[config.mk]
export PLATFORM = sky130hd
export DESIGN_NAME = shield_ctrl
export DESIGN_NICKNAME = d
export VERILOG_FILES = /design/src/rtl/shield_ctrl.sv
export SDC_FILE = /design/constraint.sdc
export NUM_CORES = 1
export LEC_CHECK = 0
export CAP_MARGIN = 20
export CELL_PAD_IN_SITES_DETAIL_PLACEMENT = 0
export CELL_PAD_IN_SITES_GLOBAL_PLACEMENT = 1
export CORE_MARGIN = 1
export CORE_UTILIZATION = 46
export CTS_BUF_LIST = sky130_fd_sc_hd__clkbuf_16
export CTS_CLUSTER_SIZE = 28
export DETAILED_ROUTE_END_ITERATION = 6
export DONT_BUFFER_PORTS = 1
export PLACE_DENSITY_LB_ADDON = 0.2
export SYNTH_ARGS = -nofsm -noshare
export SYNTH_HDL_FRONTEND = slang
export SYNTH_SLANG_ARGS = --single-unit
[constraint.sdc]
create_clock -name clk -period 3.6 [get_ports clk]
set_clock_uncertainty 0.1 [all_clocks]
set_input_delay 0.72 -clock clk [delete_from_list [all_inputs] [get_ports clk]]
set_output_delay 0.72 -clock clk [all_outputs]
set_load 0.01 [all_outputs]
[src/rtl/shield_ctrl.sv]
// Shield power-up controller: READY/ACTIVE/COOLDOWN phases counted in frames, post-hit grace window, blink-gated overlay.
// Optional build macro SHIELD_EXTEND_EN: a pickup while ACTIVE refreshes the shield instead of being ignored.
module shield_ctrl #(
  parameter int SHIELD_FRAMES   = 180,
  parameter int COOLDOWN_FRAMES = 300,
  parameter int GRACE_FRAMES    = 60,
  parameter int WARN_FRAMES     = 60,
  parameter int BLINK_PERIOD    = 8,
  parameter int CNT_W           = 9
) (
  input  logic             clk,
  input  logic             rst,
  input  logic             game_en,
  input  logic             frame_tick,
  input  logic             shield_pickup,
  input  logic             donkey_hit,
  output logic             is_shielded,
  output logic             shield_ready,
  output logic             shield_visible,
  output logic [CNT_W-1:0] shield_frames_left
);

  typedef enum logic [1:0] {
    ST_OFF      = 2'd0,
    ST_READY    = 2'd1,
    ST_ACTIVE   = 2'd2,
    ST_COOLDOWN = 2'd3
  } state_t;

  localparam int GR_W  = $clog2(GRACE_FRAMES + 1);
  localparam int DIV_W = $clog2(BLINK_PERIOD);

  localparam logic [CNT_W-1:0] SHIELD_LD   = CNT_W'(SHIELD_FRAMES);
  localparam logic [CNT_W-1:0] COOLDOWN_LD = CNT_W'(COOLDOWN_FRAMES);
  localparam logic [CNT_W-1:0] WARN_LIM    = CNT_W'(WARN_FRAMES);
  localparam logic [CNT_W-1:0] CNT_ONE     = CNT_W'(1);
  localparam logic [GR_W-1:0]  GRACE_LD    = GR_W'(GRACE_FRAMES);
  localparam logic [GR_W-1:0]  GR_ONE      = GR_W'(1);
  localparam logic [DIV_W-1:0] DIV_ONE     = DIV_W'(1);

  state_t           state, state_nx;
  logic [CNT_W-1:0] cnt, cnt_nx;
  logic [GR_W-1:0]  grace, grace_nx;
  logic [DIV_W-1:0] div, div_nx;
  logic             blink, blink_nx;
  logic             enter_active;
  logic             shielded_nx, warn_nx, ready_nx, visible_nx;
  logic [CNT_W-1:0] left_nx;

  always_comb begin
    state_nx     = state;
    cnt_nx       = cnt;
    grace_nx     = grace;
    div_nx       = div;
    blink_nx     = blink;
    enter_active = 1'b0;

    // A fresh hit always reloads, even on a tick cycle.
    if (donkey_hit)
      grace_nx = GRACE_LD;
    else if (frame_tick && grace != '0)
      grace_nx = grace - GR_ONE;

    case (state)
      ST_OFF: state_nx = ST_READY;
      ST_READY: begin
        if (shield_pickup) begin
          state_nx     = ST_ACTIVE;
          cnt_nx       = SHIELD_LD;
          enter_active = 1'b1;
        end
      end
      ST_ACTIVE: begin
        if (frame_tick) begin
          if (cnt == CNT_ONE) begin
            state_nx = ST_COOLDOWN;
            cnt_nx   = COOLDOWN_LD;
          end else if (cnt != '0) begin
            cnt_nx = cnt - CNT_ONE;
          end
        end
`ifdef SHIELD_EXTEND_EN
        if (shield_pickup) begin
          state_nx     = ST_ACTIVE;
          cnt_nx       = SHIELD_LD;
          enter_active = 1'b1;
        end
`endif
      end
      ST_COOLDOWN: begin
        if (frame_tick) begin
          if (cnt == CNT_ONE) begin
            state_nx = ST_READY;
            cnt_nx   = '0;
          end else if (cnt != '0) begin
            cnt_nx = cnt - CNT_ONE;
          end
        end
      end
      default: state_nx = ST_OFF;
    endcase

    // Divider is a power of two, so it wraps naturally; toggle on the all-ones step.
    if (enter_active || donkey_hit) begin
      div_nx   = '0;
      blink_nx = 1'b0;
    end else if (frame_tick) begin
      div_nx = div + DIV_ONE;
      if (div == '1)
        blink_nx = ~blink;
    end

    if (!game_en) begin
      state_nx = ST_OFF;
      cnt_nx   = '0;
      grace_nx = '0;
      div_nx   = '0;
      blink_nx = 1'b0;
    end

    shielded_nx = (state_nx == ST_ACTIVE) || (grace_nx != '0);
    warn_nx     = ((state_nx == ST_ACTIVE) && (cnt_nx <= WARN_LIM)) ||
                  ((grace_nx != '0) && (state_nx != ST_ACTIVE));
    visible_nx  = shielded_nx && (!warn_nx || !blink_nx);
`ifdef SHIELD_EXTEND_EN
    ready_nx    = (state_nx == ST_READY) || (state_nx == ST_ACTIVE);
`else
    ready_nx    = (state_nx == ST_READY);
`endif
    left_nx     = ((state_nx == ST_ACTIVE) || (state_nx == ST_COOLDOWN)) ? cnt_nx : '0;
  end

  always_ff @(posedge clk) begin
    if (rst) begin
      state              <= ST_OFF;
      cnt                <= '0;
      grace              <= '0;
      div                <= '0;
      blink              <= 1'b0;
      is_shielded        <= 1'b0;
      shield_ready       <= 1'b0;
      shield_visible     <= 1'b0;
      shield_frames_left <= '0;
    end else begin
      state              <= state_nx;
      cnt                <= cnt_nx;
      grace              <= grace_nx;
      div                <= div_nx;
      blink              <= blink_nx;
      is_shielded        <= shielded_nx;
      shield_ready       <= ready_nx;
      shield_visible     <= visible_nx;
      shield_frames_left <= left_nx;
    end
  end

endmodule

# --- Yosys cells after proc, flatten, opt, wreduce, memory -nomap -nowiden ---
# Cells that the tools add are included.
word_totals:
  ff_bits: 33
  latch_bits: 0
  ram_bits: 0
  mem_bits_ro: 0
  input_bits: 6
  out_inout_bits: 12
  wordCells: 66
  n_memories: 0
classes:
  add_sub_neg: 3
  multipliers: 0
  n_div: 0
  magnitude_cmp: 1
  eq_ne: 9
  shift: 0
  mux: 24
  bitwise: 3
  n_reduce_logical: 17
op_table:
  columns: ["op", "n"]
  rows:
  - ["9-bit 2-to-1 mux", 7]
  - ["9-bit case mux with 3 select lines", 1]
  - ["6-bit 2-to-1 mux", 3]
  - ["2-bit 2-to-1 mux", 6]
  - ["6-bit nonzero test", 2]
  - ["9-bit by 1-bit equality test with 1-bit output, second input constant", 1]
  - ["9-bit by 6-bit <= comparator with 1-bit output, second input constant", 1]
  - ["9-bit nonzero test", 1]
  - ["9-bit by 1-bit subtractor with 9-bit output, second input constant", 1]
  - ["2-bit equality test, second input constant", 4]
  - ["2-bit case mux with 4 select lines", 1]
  - ["1-bit 2-to-1 mux", 6]
  - ["6-bit by 1-bit subtractor with 6-bit output, second input constant", 1]
  - ["1-bit logical OR", 5]
  - ["2-bit by 1-bit equality test with 1-bit output, second input constant", 2]
  - ["1-bit logical AND", 4]
  - ["3-bit by 1-bit adder with 3-bit output, second input constant", 1]
  - ["3-bit equality test, second input constant", 1]
  - ["1-bit NOT", 3]
  - ["3-bit OR reduction", 1]
  - ["1-bit logical NOT", 2]
  - ["2-bit logical NOT", 1]
  - ["2-bit != test, second input constant", 1]
  - ["2-bit OR reduction", 1]

# --- Logic depth before layout (Yosys ltp) ---
# Gate-level depths: netlist of run 1.
depth:
  word_depth: 12
  depth_mapped: 8
  ltp_nobuf: 8

# --- Least setup slack after synthesis of run 1 ---
# OpenSTA, ideal clock, no wires.
synth_timing:
  path_kind: "input port to flip-flop"
  start: "input frame_tick"
  end: "register shield_visible"
  setup_ps: 91
  t_arrival_ps: 2451
  setup_slack_ps: 958
  cell_stages: 7
  path_buffers: 1
  cell_sequence: "buf_2 or3b_1 a211oi_2 mux2_2 o211ai_1 or4_1 a311oi_1"
synth_between:
  elab_chain_cells: 10
  elab_cells_between_ends: 27
synth_lines:
  columns: ["element", "line", "source"]
  rows:
  - ["start, declared", "14", "input logic frame_tick,"]
  - ["branches (longest 9 deep; another with 9-bit by 6-bit <= comparator with 1-bit output)", null, null]
  - ["1-bit logical AND (*)", "124", "visible_nx = shielded_nx && (!warn_nx || !blink_nx);"]
  - ["end signal, assigned", "152", "shield_visible <= visible_nx;"]
  - ["end, declared", "19", "output logic shield_visible,"]
# Every way passes the cells marked *.
# A chain may end at the register's enable or synchronous reset.

# --- Worst setup path in the final report of run 1 ---
layout_timing:
  start: "register cnt[5]"
  end: "register shield_visible"
layout_between:
  elab_chain_cells: 12
  elab_cells_between_ends: 27
layout_lines:
  columns: ["element", "line", "source"]
  rows:
  - ["start, declared", "42", "logic [CNT_W-1:0] cnt, cnt_nx;"]
  - ["start signal, assigned", "146", "cnt <= cnt_nx;"]
  - ["9-bit by 1-bit subtractor with 9-bit output / 9-bit nonzero test (equally long branches)", null, null]
  - ["9-bit 2-to-1 mux", "78, 95", null]
  - ["9-bit 2-to-1 mux, on equally long branches", "92, 75", null]
  - ["9-bit 2-to-1 mux, on equally long branches", "91, 74", null]
  - ["9-bit case mux with 3 select lines", "64", "case (state)"]
  - ["9-bit 2-to-1 mux", "113", "if (!game_en) begin"]
  - ["9-bit by 6-bit <= comparator with 1-bit output", "122", "warn_nx = ((state_nx == ST_ACTIVE) && (cnt_nx <= WARN_LIM)) ||"]
  - ["1-bit logical AND", "122", null]
  - ["1-bit logical OR", "122", null]
  - ["1-bit logical NOT", "124", null]
  - ["1-bit logical OR", "124", null]
  - ["1-bit logical AND (*)", "124", null]
# Mark *: on every way between the ends. The rest lies on a longest branch, timed or not.

==> impl_metrics.yaml, run 1 <==
outcome:
  outcome: "complete, no violations"
global_routing:
  grt_pass1_vias: 1449
  antenna_found_initial: 0
  grt_pass1_wl_um: 6970
  grt_max_degree: 20
  grt_use_met3_pct: 6.39
  busiest_layer: "met2"
  grt_use_met2_pct: 35.9
  grtUsageTotal_pct: 23.1
  use_met1_pct: 30.6
  gr-total-overflow: 0
pwr:
  power.share.combinational_pct: 8.0
  power_density_nw_per_um2: 501
  power.switching_w: 0.000208
  leakagePower_nw: 0.744
  pwr-share-clk_pct: 50.6
  vdd_drop_max_mv: 0.287
  seq_power_share_pct: 41.4
  swShare_pct: 22.2
  p_int_w: 0.000730
clocking:
  cts_tree: "built"
  clock-root-buffer: "clkbuf_16"
  cts.sinks: 33
  post-cts-setup-buffers: 0
  insertion_delay_ns: 0.28
  path_clk_slew_ns: 0.05
  cts_hold_buf: 0
  numCtsBuffers: 5
  cts_resized: 0
  clock_path_buffers: 2
  htreeDepth: 2
die:
  die_area_um2: 3900
  initial_utilization_pct: 49.2
  row_count: 21
  die_y_um: 62.4
  core_area_um2: 3420
  die_x_um: 62.4
  pin_count: 18
placement:
  gp_congestion: 0.933
  dp_hpwl_um: 2810
  pre_cts_ws_ns: 0.908
  port_buffers: 0
finish:
  nFillCells: 315
  antenna_cells: 0
  final_common_cell: "nor2_1"
  num-nets-final: 210
  final_cell_mix: "nor2_1, dfxtp_1, inv_1, nand2_1"
  drive_gt1_share_pct: 9.55
  area_delta_synth_final_pct: 11.5
worst_setup_path:
  worstSetupPathType: "register to register"
  cp-start-kind: "register"
  startpoint: "cnt[5]"
  path_max_fanout: 9
  end_kind: "register"
  r2r_start: "cnt[5]"
  r2r_cells: 6
  required_ns: 3.69
  crit_arrival_ns: 2.84
timing:
  slew_violations: 0
  rsz0062_at_grt: "no"
  tns_ns: 0
  slew_headroom_pct: 47.3
  fin_crit_sh_pct: 76.3
  hold_viol: 0
  worst-slew-pin-transition_ns: 0.779
  timing.final.crit_period_ns: 2.75
  timing.final.ws_setup_ns: 0.852
  hold_ws_ns: 0.394
  setup_violations: 0
  fmax_ghz: 0.364
routing:
  wl_per_cell_um: 16.3
  viasPerCell: 5.89
  drt.antenna.violating_nets: 0
  drt_iter0_markers: 112
  firstDrtPassIters: 4
  route.vias.total: 1444
  routed_wl_um: 4000
  drc_errors: 0
synth:
  syn_inst: 198
  synth_ff_type: "dfxtp_1"
  ys_ff_latch: 33
  yosys_warnings: 0
  synth_cell_types: 53
  synth_enable_flop_cells: 0
  synth-seq-area-share_pct: 39.3
  syn_area_um2: 1680
  synth_fp_nets: 210
  post_synth.cell_area_avg_um2: 8.48
  async_reset_ff_share_pct: 0
hold_path:
  whs_path_depth: 2
  hold_path_class: "register to register"
  worstHoldStart: "div[1]"
job:
  drv_cap: 0
area by class of cell:
| cell class | count | area [µm²] | area share [%] |
|---|---|---|---|
| Multi-Input combinational cell | 149 | 957 | 51.1 |
| Sequential cell | 33 | 661 | 35.3 |
| Clock buffer | 5 | 125 | 6.68 |
| Tap cell | 46 | 57.6 | 3.07 |
| Clock inverter | 3 | 37.5 | 2.01 |
| Inverter | 9 | 33.8 | 1.80 |
through the flow:
step           utilization, %  power, W  instances  instance area [µm²]
4_1_cts                  54.8  0.000943        245                 1870
5_1_grt                  54.8  0.000972        245                 1870
6_report                 54.8  0.000938        245                 1870
2_1_floorplan               -  0.000456        198                 1680
3_3_place_gp             50.0  0.000467        237                 1710
3_5_place_dp             50.0  0.000469        237                 1710
worst paths after layout:
check / endpoint / slack, ns
setup / recovery: shield_visible / 0.85
hold / removal: div[1] / 0.39
setup reg to reg: shield_visible / 0.85
hold reg to reg: div[1] / 0.39
sequential cells by signal, summed over array words and instances (netlist names):
signal,cells
state,2
div,3
blink,1
cnt,9
grace,6
shield_visible,1
is_shielded,1
shield_frames_left,9
shield_ready,1
cell families after synthesis:
logic type	share of synthesized area (%)
AND/OR/NAND/NOR	27.5
AO/OA/AOI/OAI	18.7
flip-flops	39.3
buffers and inverters	3.65
XOR/XNOR	3.13
adder cells (fa/ha/maj)	4.47
multiplexers	3.20
cell usage after synthesis (2+ instances only):
cell,instances,area share (%)
nor4b_1,2,1.0
and2_1,3,1.1
clkbuf_1,5,1.1
nand3_1,6,1.8
a211oi_1,3,1.3
nor3_1,3,0.89
nor2b_1,3,1.1
xor2_1,3,1.6
mux2i_1,2,1.2
nand2_1,10,2.2
a32oi_1,4,2.1
mux2_2,3,2.0
or2_2,3,1.1
dfxtp_1,33,39
ha_1,6,4.5
and3_1,3,1.1
nand2b_1,3,1.1
or4_1,2,0.89
or4b_2,2,1.2
nor2_1,39,8.7
o21ai_0,8,2.4
a21oi_1,8,2.4
o31ai_1,4,1.8
xnor2_1,3,1.6
inv_1,9,2.0
worst max-delay path, cell delays in order (launching register included):
cell and delay [ns]:
dfxtp_1 0.38, nor4_2 0.74, a211oi_2 0.21, mux2_2 0.26, o211ai_1 0.13, or4_1 0.56
a311oi_1 0.27
power groups by stage:
stage / sequential [W] / clock (W) / combinational (W)
2_1_floorplan: 0.000391 / 0 / 0.0000648
3_3_place_gp: 0.000396 / 0 / 0.0000713
3_5_place_dp: 0.000396 / 0 / 0.0000732
4_1_cts: 0.000388 / 0.000481 / 0.0000738
5_1_grt: 0.000390 / 0.000498 / 0.0000845
6_report: 0.000388 / 0.000475 / 0.0000749
layer usage:
layer,routed length (µm),vias to the layer above
met5,0,-
met4,35,0
met3,225,4
met2,1820,48
met1,1920,685
li1,-,707
No activity file was read; power rests on OpenSTA's default activity.
==> run 2: changes to the inputs <==
- CORE_UTILIZATION: 46 -> 42
- clock period: 3.6 -> 2.4 ns (I/O delays scaled with it)
==> impl_metrics.yaml, run 2 (synthesized netlist as in run 1, its figures left out) <==
clocking:
  cts_tree: "built"
  cts.sinks: 33
  htreeDepth: 2
  cts_hold_buf: 0
  clock-root-buffer: "clkbuf_16"
  insertion_delay_ns: 0.27
  path_clk_slew_ns: 0.05
  numCtsBuffers: 5
  clock_path_buffers: 2
die:
  die_y_um: 65.2
  pin_count: 18
  die_area_um2: 4250
  die_x_um: 65.2
  row_count: 22
  core_area_um2: 3740
  initial_utilization_pct: 44.9
timing:
  fin_crit_sh_pct: 108
  timing.final.ws_setup_ns: -0.192
  setup_violations: 1
  fmax_ghz: 0.386
  timing.final.crit_period_ns: 2.59
  rsz0062_at_grt: "yes"
  slew_headroom_pct: 67.8
  slew_violations: 0
  hold_viol: 0
  worst-slew-pin-transition_ns: 0.482
  tns_ns: -0.192
worst_setup_path:
  slowest_delay_ns: 0.50
  cp-endpoint: "shield_visible"
  cp_cell_sequence: "inv_2, ha_4, or4b_4, o311ai_4, a32oi_2, a41o_1, or4_4, a311oi_2"
  path_max_fanout: 3
  end_kind: "register"
  reg2reg_to: "shield_visible"
  required_ns: 2.47
  r2r_start: "cnt[1]"
  r2r_setup_slack_ns: -0.19
  crit_arrival_ns: 2.66
  cp-start-kind: "register"
  crit_slowest_cell: "or4b_4"
  startpoint: "cnt[1]"
  r2r_cells: 8
  worstSetupPathType: "register to register"
pwr:
  power_density_nw_per_um2: 633
  leakagePower_nw: 0.948
  power_w: 0.00144
  vdd_drop_max_mv: 0.495
finish:
  drive_gt1_share_pct: 31.9
  num-nets-final: 249
  final_cell_mix: "nor2_1, buf_4, dfxtp_1"
  final_util_pct: 60.6
  antenna_cells: 0
  stdcell_area_um2: 2270
  largestRegisters: "cnt x9, shield_frames_left x9, grace x6"
  area_delta_synth_final_pct: 35.2
placement:
  placed_area_um2: 1990
  gp_congestion: 0.851
  port_buffers: 0
  dp_hpwl_um: 3520
routing:
  routed_wl_um: 4810
  route.vias.total: 1671
  wl_per_cell_um: 16.8
  firstDrtPassIters: 4
  drc_errors: 0
  drt_iter0_markers: 144
  drt.antenna.violating_nets: 0
  viasPerCell: 5.84
global_routing:
  grtUsageTotal_pct: 24.7
  grt_pass1_vias: 1659
  grt_pass1_wl_um: 7760
  gr-total-overflow: 0
  grt_max_degree: 20
  antenna_found_initial: 0
hold_path:
  whs_path_depth: 1
  hold_path_class: "input pin to register"
outcome:
  outcome: "finished, violations left"
  violations: "setup timing"
job:
  drv_cap: 0
[run 2: per-layer routing]
| metal | up-vias | track usage (%) | wire, µm |
|---|---|---|---|
| met5 | - | 0 | 0 |
| met4 | 0 | 16.0 | 248 |
| met3 | 22 | 3.99 | 195 |
| met2 | 63 | 41.6 | 2310 |
| met1 | 800 | 28.8 | 2060 |
| li1 | 786 | - | - |
[run 2: layout make-up]
cell class	instances	area [µm²]
multi-input combinational	149	1060
clock buffer	5	125
inverter	9	33.8
timing repair buffer	39	293
tap	48	60.1
clock inverter	3	37.5
sequential	33	664
fill	345	1470
[run 2: per-stage QoR]
stage,hold slack (ns),std cells,setup WS (ns)
6_report,0.170,286,-0.192
3_3_place_gp,0.376,274,-0.0301
4_1_cts,0.166,283,-0.136
3_5_place_dp,0.394,274,-0.164
5_1_grt,0.170,286,-0.254
2_1_floorplan,0.365,198,-0.00160
[run 2: report_power, final]
group,total (W),leakage [nW],internal [W],switching (W)
clock,0.000701,0.0826,0.000481,0.000219
combinational,0.000159,0.596,0.0000777,0.0000817
sequential,0.000577,0.270,0.000563,0.0000141
total,0.00144,0.948,0.00112,0.000315
[run 2: worst min-delay path by stage]
stage	from	to	slack [ns]
5_1_grt	rst	cnt[2]	0.17
3_3_place_gp	div[1]	div[1]	0.38
3_5_place_dp	div[2]	div[2]	0.39
2_1_floorplan	div[1]	div[1]	0.36
4_1_cts	rst	cnt[7]	0.17
6_report	rst	cnt[7]	0.17
[run 2: critical path: cells and delay by family (launching register included)]
family,cells,cell delay [ns]
AOI/OAI and AO/OA,4,0.93
and+or+nand+nor,2,0.92
DFF,1,0.32
adders and majority gates,1,0.14
buffers and inverters,1,0.08
[run 2: timing repair]
action                                  CTS  global route
endpoints found under the hold margin     0             0
buffers inserted                          1             3
endpoints found under the setup margin    5             2
resized for setup                        12             7
pin swaps                                 5             6
==> run 3: changes to the inputs <==
- PLACE_DENSITY_LB_ADDON: 0.2 -> 0.1
==> impl_metrics.yaml, run 3 (synthesized netlist as in run 1, its figures left out) <==
timing:
  worst-slew-pin-transition_ns: 0.441
  slew_headroom_pct: 70.5
  setup_violations: 1
  fmax_ghz: 0.406
  hold_viol: 0
  slew_violations: 0
  tns_ns: -0.0608
  timing.final.ws_setup_ns: -0.0608
  rsz0062_at_grt: "yes"
  timing.final.crit_period_ns: 2.46
  fin_crit_sh_pct: 103
clocking:
  numCtsBuffers: 5
  cts_hold_buf: 0
  insertion_delay_ns: 0.27
  clock_path_buffers: 2
  htreeDepth: 2
  cts_tree: "built"
  path_clk_slew_ns: 0.05
  clock-root-buffer: "clkbuf_16"
  cts.sinks: 33
worst_setup_path:
  end_kind: "register"
  required_ns: 2.48
  path_max_fanout: 3
  worstSetupPathType: "register to register"
  cp-start-kind: "register"
  crit_arrival_ns: 2.55
global_routing:
  gr-total-overflow: 0
  grt_pass1_vias: 1571
  grt_max_degree: 20
  antenna_found_initial: 0
  grtUsageTotal_pct: 22.7
  grt_pass1_wl_um: 7300
pwr:
  power_density_nw_per_um2: 632
  vdd_drop_max_mv: 0.569
  leakagePower_nw: 0.932
  power_w: 0.00142
die:
  die_area_um2: 4250
  initial_utilization_pct: 44.9
  core_area_um2: 3740
  row_count: 22
  die_y_um: 65.2
  die_x_um: 65.2
  pin_count: 18
routing:
  drc_errors: 0
  drt_iter0_markers: 94
  firstDrtPassIters: 4
  route.vias.total: 1559
  viasPerCell: 5.53
  wl_per_cell_um: 16.2
  routed_wl_um: 4560
  drt.antenna.violating_nets: 0
finish:
  antenna_cells: 0
  area_delta_synth_final_pct: 34.0
  final_cell_mix: "nor2_1, buf_4, dfxtp_1"
  stdcell_area_um2: 2250
  final_common_cell: "nor2_1"
  nFillCells: 336
  drive_gt1_share_pct: 31.2
  largestRegisters: "cnt x9, shield_frames_left x9, grace x6"
  num-nets-final: 245
  final_util_pct: 60.1
outcome:
  outcome: "finished, violations left"
  violations: "setup timing"
job:
  drv_cap: 0
placement:
  gp_congestion: 0.876
  port_buffers: 0
  pre_cts_ws_ns: -0.105
  placed_area_um2: 1970
  dp_hpwl_um: 3320
hold_path:
  hold_path_class: "input pin to register"
==> run 3: report_power, final <==
group	internal (W)	switching (W)
clock	0.000481	0.000211
combinational	0.0000751	0.0000750
sequential	0.000563	0.0000174
==> run 3: stage by stage <==
stage               cells  hold WS [ns]
floorplan             198         0.365
global placement      271         0.382
detailed placement    271         0.392
CTS                   281         0.169
global route          282         0.163
finish                282         0.168
==> run 3: what timing repair did <==
item	in CTS	in global routing
cloned	0	0
buffers inserted	2	1
endpoints found under the setup margin	4	12
pin swaps	4	4
resized for setup	7	16
==> run 3: critical path, stage by stage, from the launching register on <==
cell,delay [ns]
dfxtp_2,0.32
inv_2,0.08
ha_4,0.14
or4b_4,0.48
o31ai_1,0.20
a32oi_1,0.14
a41o_1,0.25
or4_1,0.40
a311oi_1,0.25
==> run 3: layer usage <==
| layer | vias to the layer above | global-route usage, % | wire [µm] | share of wire [%] |
|---|---|---|---|---|
| met5 | - | 0 | 0 | 0 |
| met2 | 34 | 41.4 | 2370 | 52 |
| met3 | 4 | 4.34 | 162 | 3.6 |
| met4 | 0 | 7.88 | 31 | 0.68 |
| li1 | 778 | - | - | - |
| met1 | 743 | 26.0 | 2000 | 44 |
==> run 3: worst paths after layout <==
path,startpoint,to,slack (ns),depth (start not counted)
worst max-delay path,cnt[1],shield_visible,-0.06,8
worst min-delay path,rst,cnt[7],0.17,1
worst max register to register,cnt[1],shield_visible,-0.06,8
worst min register to register,div[1],div[1],0.40,2
==> run 3: final cells by class <==
class                      instances  area [µm²]  area share, %
clock buffer                       5         125           5.56
clock inverter                     3        37.5           1.67
inverter                           9        36.3           1.61
multi-input combinational        149        1060           47.1
sequential                        33         669           29.8
tap                               48        60.1           2.67
timing repair buffer              35         263           11.7
